File: config.mk
export PLATFORM = sky130hd
export DESIGN_NAME = fetch_prefetch
export DESIGN_NICKNAME = d
export VERILOG_FILES = /design/src/rtl/fetch_pkg.sv /design/src/rtl/fetch_fifo.sv /design/src/rtl/fetch_prefetch.sv
export SDC_FILE = /design/constraint.sdc
export NUM_CORES = 1
export LEC_CHECK = 0
export ABC_AREA = 0
export CAP_MARGIN = 25
export CORE_MARGIN = 2
export CORE_UTILIZATION = 50
export DETAILED_ROUTE_END_ITERATION = 16
export PLACE_DENSITY = 0.69
export SYNTH_ARGS = -nofsm -noshare
export SYNTH_HDL_FRONTEND = slang
export SYNTH_HIERARCHICAL = 1
export SYNTH_SLANG_ARGS = --single-unit
File: constraint.sdc
create_clock -name clk -period 6.1 [get_ports clk]
set_clock_uncertainty 0.1 [all_clocks]
set_input_delay 1.22 -clock clk [delete_from_list [all_inputs] [get_ports clk]]
set_output_delay 1.22 -clock clk [all_outputs]
set_load 0.03 [all_outputs]
File: src/rtl/fetch_pkg.sv
// Shared defaults and entry layout for the prefetching fetch stage.
// The entry struct matches the default widths; the top re-declares it for its own parameters.
package fetch_pkg;

    localparam int              FETCH_AW       = 8;
    localparam int              FETCH_IW       = 16;
    localparam int              FETCH_DEPTH    = 4;
    localparam logic [FETCH_AW-1:0] FETCH_RESET_PC = '0;

    typedef struct packed {
        logic [FETCH_AW-1:0] pc;
        logic [FETCH_IW-1:0] instr;
    } fetch_entry_t;

endpackage

File: src/rtl/fetch_fifo.sv
// DEPTH x W synchronous FIFO with push, pop and a dominant flush.
// The caller guarantees no push when full and no pop when empty.
module fetch_fifo #(
    parameter int DEPTH = 4,
    parameter int W     = 24
) (
    input  logic                     clk,
    input  logic                     reset,
    input  logic                     flush,
    input  logic                     push,
    input  logic                     pop,
    input  logic [W-1:0]             wdata,
    output logic [W-1:0]             rdata,
    output logic [$clog2(DEPTH):0]   count
);

    localparam int PW = $clog2(DEPTH);
    localparam int CW = PW + 1;

    logic [W-1:0]  mem [DEPTH];
    logic [PW-1:0] wr_ptr;
    logic [PW-1:0] rd_ptr;

    // NOTE: storage is reset along with the pointers so the head reads 0 out of
    // reset instead of X; with only DEPTH entries this is cheap and keeps the
    // consumer-facing outputs defined.
    always_ff @(posedge clk or posedge reset) begin
        if (reset) begin
            wr_ptr <= '0;
            rd_ptr <= '0;
            count  <= '0;
            for (int i = 0; i < DEPTH; i++) begin
                mem[i] <= '0;
            end
        end else if (flush) begin
            wr_ptr <= '0;
            rd_ptr <= '0;
            count  <= '0;
        end else begin
            if (push) begin
                mem[wr_ptr] <= wdata;
                wr_ptr      <= wr_ptr + PW'(1);
            end
            if (pop) begin
                rd_ptr <= rd_ptr + PW'(1);
            end
            case ({push, pop})
                2'b10:   count <= count + CW'(1);
                2'b01:   count <= count - CW'(1);
                default: count <= count;
            endcase
        end
    end

    assign rdata = mem[rd_ptr];

endmodule

File: src/rtl/fetch_prefetch.sv
// Fetch stage: owns the PC, issues sequential reads to a 1-cycle instruction
// memory and buffers returned words with their PC for a valid/ready consumer.
module fetch_prefetch
    import fetch_pkg::*;
#(
    parameter int             AW       = FETCH_AW,
    parameter int             IW       = FETCH_IW,
    parameter int             DEPTH    = FETCH_DEPTH,
    parameter logic [AW-1:0]  RESET_PC = AW'(FETCH_RESET_PC)
) (
    input  logic           clk,
    input  logic           reset,
    input  logic           fetch_en,
    output logic           mem_req,
    output logic [AW-1:0]  mem_addr,
    input  logic [IW-1:0]  mem_rdata,
    output logic           instr_valid,
    input  logic           instr_ready,
    output logic [IW-1:0]  instr_out,
    output logic [AW-1:0]  instr_pc,
    input  logic           redirect_valid,
    input  logic [AW-1:0]  redirect_pc
);

    localparam int CW = $clog2(DEPTH) + 1;

    typedef struct packed {
        logic [AW-1:0] pc;
        logic [IW-1:0] instr;
    } entry_t;

    logic [AW-1:0] pc;
    logic [AW-1:0] req_pc;
    logic          inflight;
    logic          kill;
    logic [CW-1:0] count;
    logic [CW-1:0] occupancy;
    logic          issue;
    logic          push;
    logic          pop;
    entry_t        wentry;
    entry_t        head;

    // Reserve a slot for the in-flight word so a return can never be dropped.
    assign occupancy = count + CW'(inflight);
    assign issue     = ~reset & fetch_en & ~redirect_valid & (occupancy < CW'(DEPTH));
    assign push      = inflight & ~kill & ~redirect_valid;
    assign pop       = instr_valid & instr_ready;
    assign wentry    = '{pc: req_pc, instr: mem_rdata};

    always_ff @(posedge clk or posedge reset) begin
        if (reset) begin
            pc       <= RESET_PC;
            req_pc   <= '0;
            inflight <= 1'b0;
            kill     <= 1'b0;
        end else if (redirect_valid) begin
            pc       <= redirect_pc;
            inflight <= 1'b0;
            kill     <= 1'b1;
        end else begin
            kill     <= 1'b0;
            inflight <= issue;
            if (issue) begin
                pc     <= pc + AW'(1);
                req_pc <= pc;
            end
        end
    end

    fetch_fifo #(
        .DEPTH (DEPTH),
        .W     ($bits(entry_t))
    ) u_fifo (
        .clk   (clk),
        .reset (reset),
        .flush (redirect_valid),
        .push  (push),
        .pop   (pop),
        .wdata (wentry),
        .rdata (head),
        .count (count)
    );

    assign mem_req     = issue;
    assign mem_addr    = pc;
    assign instr_valid = (count != '0) & ~redirect_valid;
    assign instr_out   = head.instr;
    assign instr_pc    = head.pc;

endmodule

* Word level (Yosys, flattened, before mapping)
Cells that the tools add are included.
** Storage, ports and cells
- Register bits after elaboration :: 121
** Cells by class
- Reductions and logical operators :: 8
- Multiplexer cells :: 16
- Eq/ne operators :: 2
- $lt $le $gt $ge :: 4
- Add/sub/neg operators :: 6
- Bitwise gates (word level) :: 12
** Operators with widths (number)
- $bwmux W96 :: 1
- $mux W24 :: 3
- $bmux W24 S2 :: 1
- $demux W24 S2 :: 1
- $mux W8 :: 2
- $add A8 B1 Y8 const B :: 1
- $mux W2 :: 4
- $and A1 B1 Y1 :: 7
- $ge A3 B3 Y1 const B :: 2
- $not A2 Y3 :: 2
- $pmux W3 S2 :: 1
- $reduce_bool A2 Y1 :: 3
- $reduce_bool A3 Y1 :: 2
- $add A2 B1 Y2 const B :: 2
- $reduce_and A2 Y1 :: 2
- $add A3 B1 Y3 :: 1
- $add A3 B1 Y3 const B :: 1
- $lt A3 B1 Y1 const B :: 1
- $lt A3 B3 Y1 const B :: 1
- $mux W3 :: 1
- $not A1 Y1 :: 3
- $sub A3 B1 Y3 const B :: 1
- $eq A2 B1 Y1 const B :: 1
- $eq A2 B2 Y1 const B :: 1
- other kinds (2) :: 3

* Longest topological paths before layout
- Word-level depth :: 6
- Depth in mapped cells :: 8
- Gate-level depth less buffers :: 8

* Cells and area by module
The synthesis kept the hierarchy.
** Modules (own cells, without submodules)
- fetch_fifo :: cells an instance 273, area an instance 4859.7 um2, times used 1, seq. area each 2577.5 um2
- fetch_prefetch :: cells an instance 76, area an instance 885.8 um2, times used 1, seq. area each 450.4 um2

* Worst setup path after synthesis
Ideal clock, no wire load.
- Kind :: input-to-output
- Start :: in fetch_en
- End :: out mem_req
- Cell stages on the path :: 3
- Setup slack :: 2.738 ns
- Arrival time :: 2.042 ns
- Cell sequence :: nor2b_1 o21ai_4 nor2_1
** Between the ends
- Longest elaborated chain between the ends :: 3
** RTL lines
- from (decl) :: line fetch_prefetch.sv:13 : input logic fetch_en,
- $and A1 B1 Y1 (3 in series) :: line fetch_prefetch.sv:46 : assign issue = ~reset & fetch_en & ~redirect_valid & (occupancy < CW'(DEPTH));
- to (decl) :: line fetch_prefetch.sv:14 : output logic mem_req,
No other way between the ends.

* Worst setup path after layout
- Start :: in redirect_valid
- End :: out instr_valid
** Between the ends
- Longest elaborated chain between the ends :: 2
** RTL lines
- from (decl) :: line fetch_prefetch.sv:21 : input logic redirect_valid,
- $not A1 Y1 (no line)
- $and A1 B1 Y1 :: line fetch_prefetch.sv:87 : assign instr_valid = (count != '0) & ~redirect_valid;
- to (decl) :: line fetch_prefetch.sv:17 : output logic instr_valid,
No other way between the ends.

==> flow_summary_export.csv <==
group,metric,value,unit
setup_path,start_kind,"input pin",
die,die-area,0.01236,mm2
synthesis,ys_ff_latch,121,
setup_path,path_class,"in2out",
setup_path,crit_slowest_cell,"clkdlybuf4s50_1",
final_layout,utilization,61.70,%
routing,drc,0,
synthesis,yosysSeqAreaShare,52.70,%
routing,drt_wl_total,10.50,mm
setup_path,arrival,3.09,ns
timing,hold_viol,0,
timing,drv_slew,0,
cts,numCtsBuffers,17,
synthesis,async_flop_share,100.0,%
setup_path,cp_cell_sequence,"clkdlybuf4s50_1, nor2_1, clkdlybuf4s50_1",
timing,tightest_slew,0.9188,ns
cts,ctsLongestPathBuffers,2,
hold_path,worstHoldPathType,"reg2reg",
global_routing,track_usage,18.49,%
setup_path,crit_required,4.78,ns
timing,rsz0062_at_grt,"false",
cts,cts.clk_slew.worst_paths,0.05,ns
cts,root_buffer,"clkbuf_16",
setup_path,critPathBufInv,2,
die,start_util,50.75,%
setup_path,cpMostUsedCell,"clkdlybuf4s50_1",
timing,fin_setup_tns,0,ns
global_routing,antenna_found_initial,0,
synthesis,syn_nets,384,
synthesis,syn_area,0.005746,mm2
setup_path,cpPeakStageDelay,0.86,ns
power_and_ir_drop,peakVddDrop,0.0002343,V
routing,dr.pass1.iters,5,
cts,post-cts-setup-buffer-count,0,
timing,fin_crit_sh,72.38,%
timing,slew_headroom,38.75,%
routing,drt_iter0_markers,140,
cts,clock_latency,0.41,ns
synthesis,syn_inst,349,
hold_path,worstHoldStart,"u_fifo/mem[29]",
routing,post_drt_wl_per_cell,18.42,um
synthesis,ys.flop_type,"dfrtp_1",
timing,finalWorstSetupSlack,1.685,ns
final_layout,drive_above_1_share,40.75,%
timing,hold_slack,0.3976,ns
synthesis,ys_warn_count,6,
global_routing,grt_max_degree,68,
setup_path,crit_path_max_fanout,24,
die,core,0.01132,mm2
place,gp_congestion,0.7861,
final_layout,syn_to_final_growth,21.58,%
die,num_rows,39,
global_routing,grt_pass1_wl,17.62,mm
timing,final_period_minus_worst_setup_slack,4.415,ns
synthesis,synth_cell_types,39,
cts,cts_max_level,4,
run,drv_cap,0,
final_layout,final_cell_mix,"120 x dfrtp_1, 62 x clkdlybuf4s50_1, 61 x mux2_4",
place,place_ws,1.666,ns
cts,hold_buffers,0,
die,io_pins,63,
synthesis,synth_edf_count,0,
final_layout,nets,449,
cts,ctsResizeCount,0,
power_and_ir_drop,power.leakage,3.384,nW
power_and_ir_drop,power_density,319.7,mW/mm2
place,io_buffer_count,62,
outcome,status,"finished clean",
global_routing,overflow,0,
setup_path,critPathTopFamily,"buffers and inverters",
setup_path,rr_startpoint,"inflight",
cts,cts_tree,"built",
final_layout,mostFrequentLayoutCell,"dfrtp_1",
routing,vias,3108,
die,die_width,111.2,um
setup_path,critPathLaunch,"redirect_valid",
setup_path,end_kind,"primary output",
routing,viasPerCell,5.453,
die,die_h,111.2,um
timing,setup_viol,0,
place,dp_hpwl,6.243,mm
routing,ant_nets,0,
timing,timing.fmax,0.2265,GHz
cts,clock_sinks,121,
global_routing,grt_pass1_vias,3355,
final_layout,diodes,0,
synthesis,avgSynthCellArea,16.46,um2
[kinds of logic (layout without fill, tap and decap cells)]
kind of cell	count (synthesis)	after routing	synth area share, %
mux	131	131	34.30
flops	121	121	52.70
simple gates	43	43	4.704
buf+inv	23	101	3.136
compound gates	17	17	2.504
xor+xnor	8	8	1.220
fa+ha+maj	6	6	1.437
[metal layers]
layer,vias up,wire length (um),GRT usage (%)
met2,65,4911,27.68
met4,0,228,8.889
met5,-,0,0
li1,1403,-,-
met1,1622,4938,25.46
met3,18,419,4.702
[final timing paths]
path                            slack (ns)  cells past startpoint              end
min in group asynchronous             1.24                      2             kill
max in group asynchronous             3.60                      3   u_fifo/mem[40]
worst min register to register        0.40                      1   u_fifo/mem[29]
worst max-delay path                  1.69                      3      instr_valid
worst min-delay path                  0.40                      1   u_fifo/mem[29]
worst max register to register        3.49                      6  u_fifo/count[2]
[Yosys cell counts, drive strengths merged (2+ instances only)]
master,number,area share [%]
dfrtp,121,53
mux2i,3,0.52
ha,5,1.1
or3,3,0.33
xor2,5,0.76
xnor2,3,0.46
and2,2,0.22
nand3,2,0.17
inv,5,0.33
mux2,104,24
clkbuf,2,0.13
a31oi,3,0.59
nor3b,3,0.39
nor2b,2,0.35
o211ai,2,0.26
nor2,12,0.91
nand2,11,1.2
nor3,3,0.26
mux4,24,9.4
buf,16,2.7
o21ai,8,1.1
[report_power, final]
part           leakage (nW)  switching (mW)  total [mW]  internal [mW]
Combinational          1.46           0.161       0.343          0.183
Clock                 0.296           0.340       0.978          0.638
Sequential             1.63          0.0510       0.912          0.861
Total                  3.38           0.551        2.23           1.68
[sequential cells by signal, summed over array words and instances, names as in the netlist]
register / flops
inflight: 1
kill: 1
mem_addr: 8
req_pc: 8
u_fifo/count: 3
u_fifo/mem: 96
u_fifo/rd_ptr: 2
u_fifo/wr_ptr: 2
[area by class of cell]
type / instances / area [um2]
fillers: 858 / 4335
flip-flops and latches: 121 / 3029
multi-input cells: 205 / 2537
repair buffers: 64 / 635.6
clock buffers: 23 / 488.0
well taps: 143 / 178.9
clock inverters: 9 / 95.09
inverters: 5 / 21.27
[metrics by stage]
stage | instances | cell area [um2] | power [mW]
final | 570 | 6985 | 2.233
after global routing | 570 | 6985 | 2.319
after CTS | 570 | 6985 | 2.262
after detailed placement | 538 | 6402 | 1.272
after global placement | 538 | 6402 | 1.264
after floorplan | 349 | 5746 | 1.134
[worst register-to-register path, stage by stage, from the launching register on]
cell,delay [ns]
dfrtp_1,0.42
nor3b_1,0.74
and2b_2,0.31
fa_1,0.39
and3b_2,0.24
o21ai_0,0.15
nor3b_1,0.19
Power figures use the tool's default switching activity.
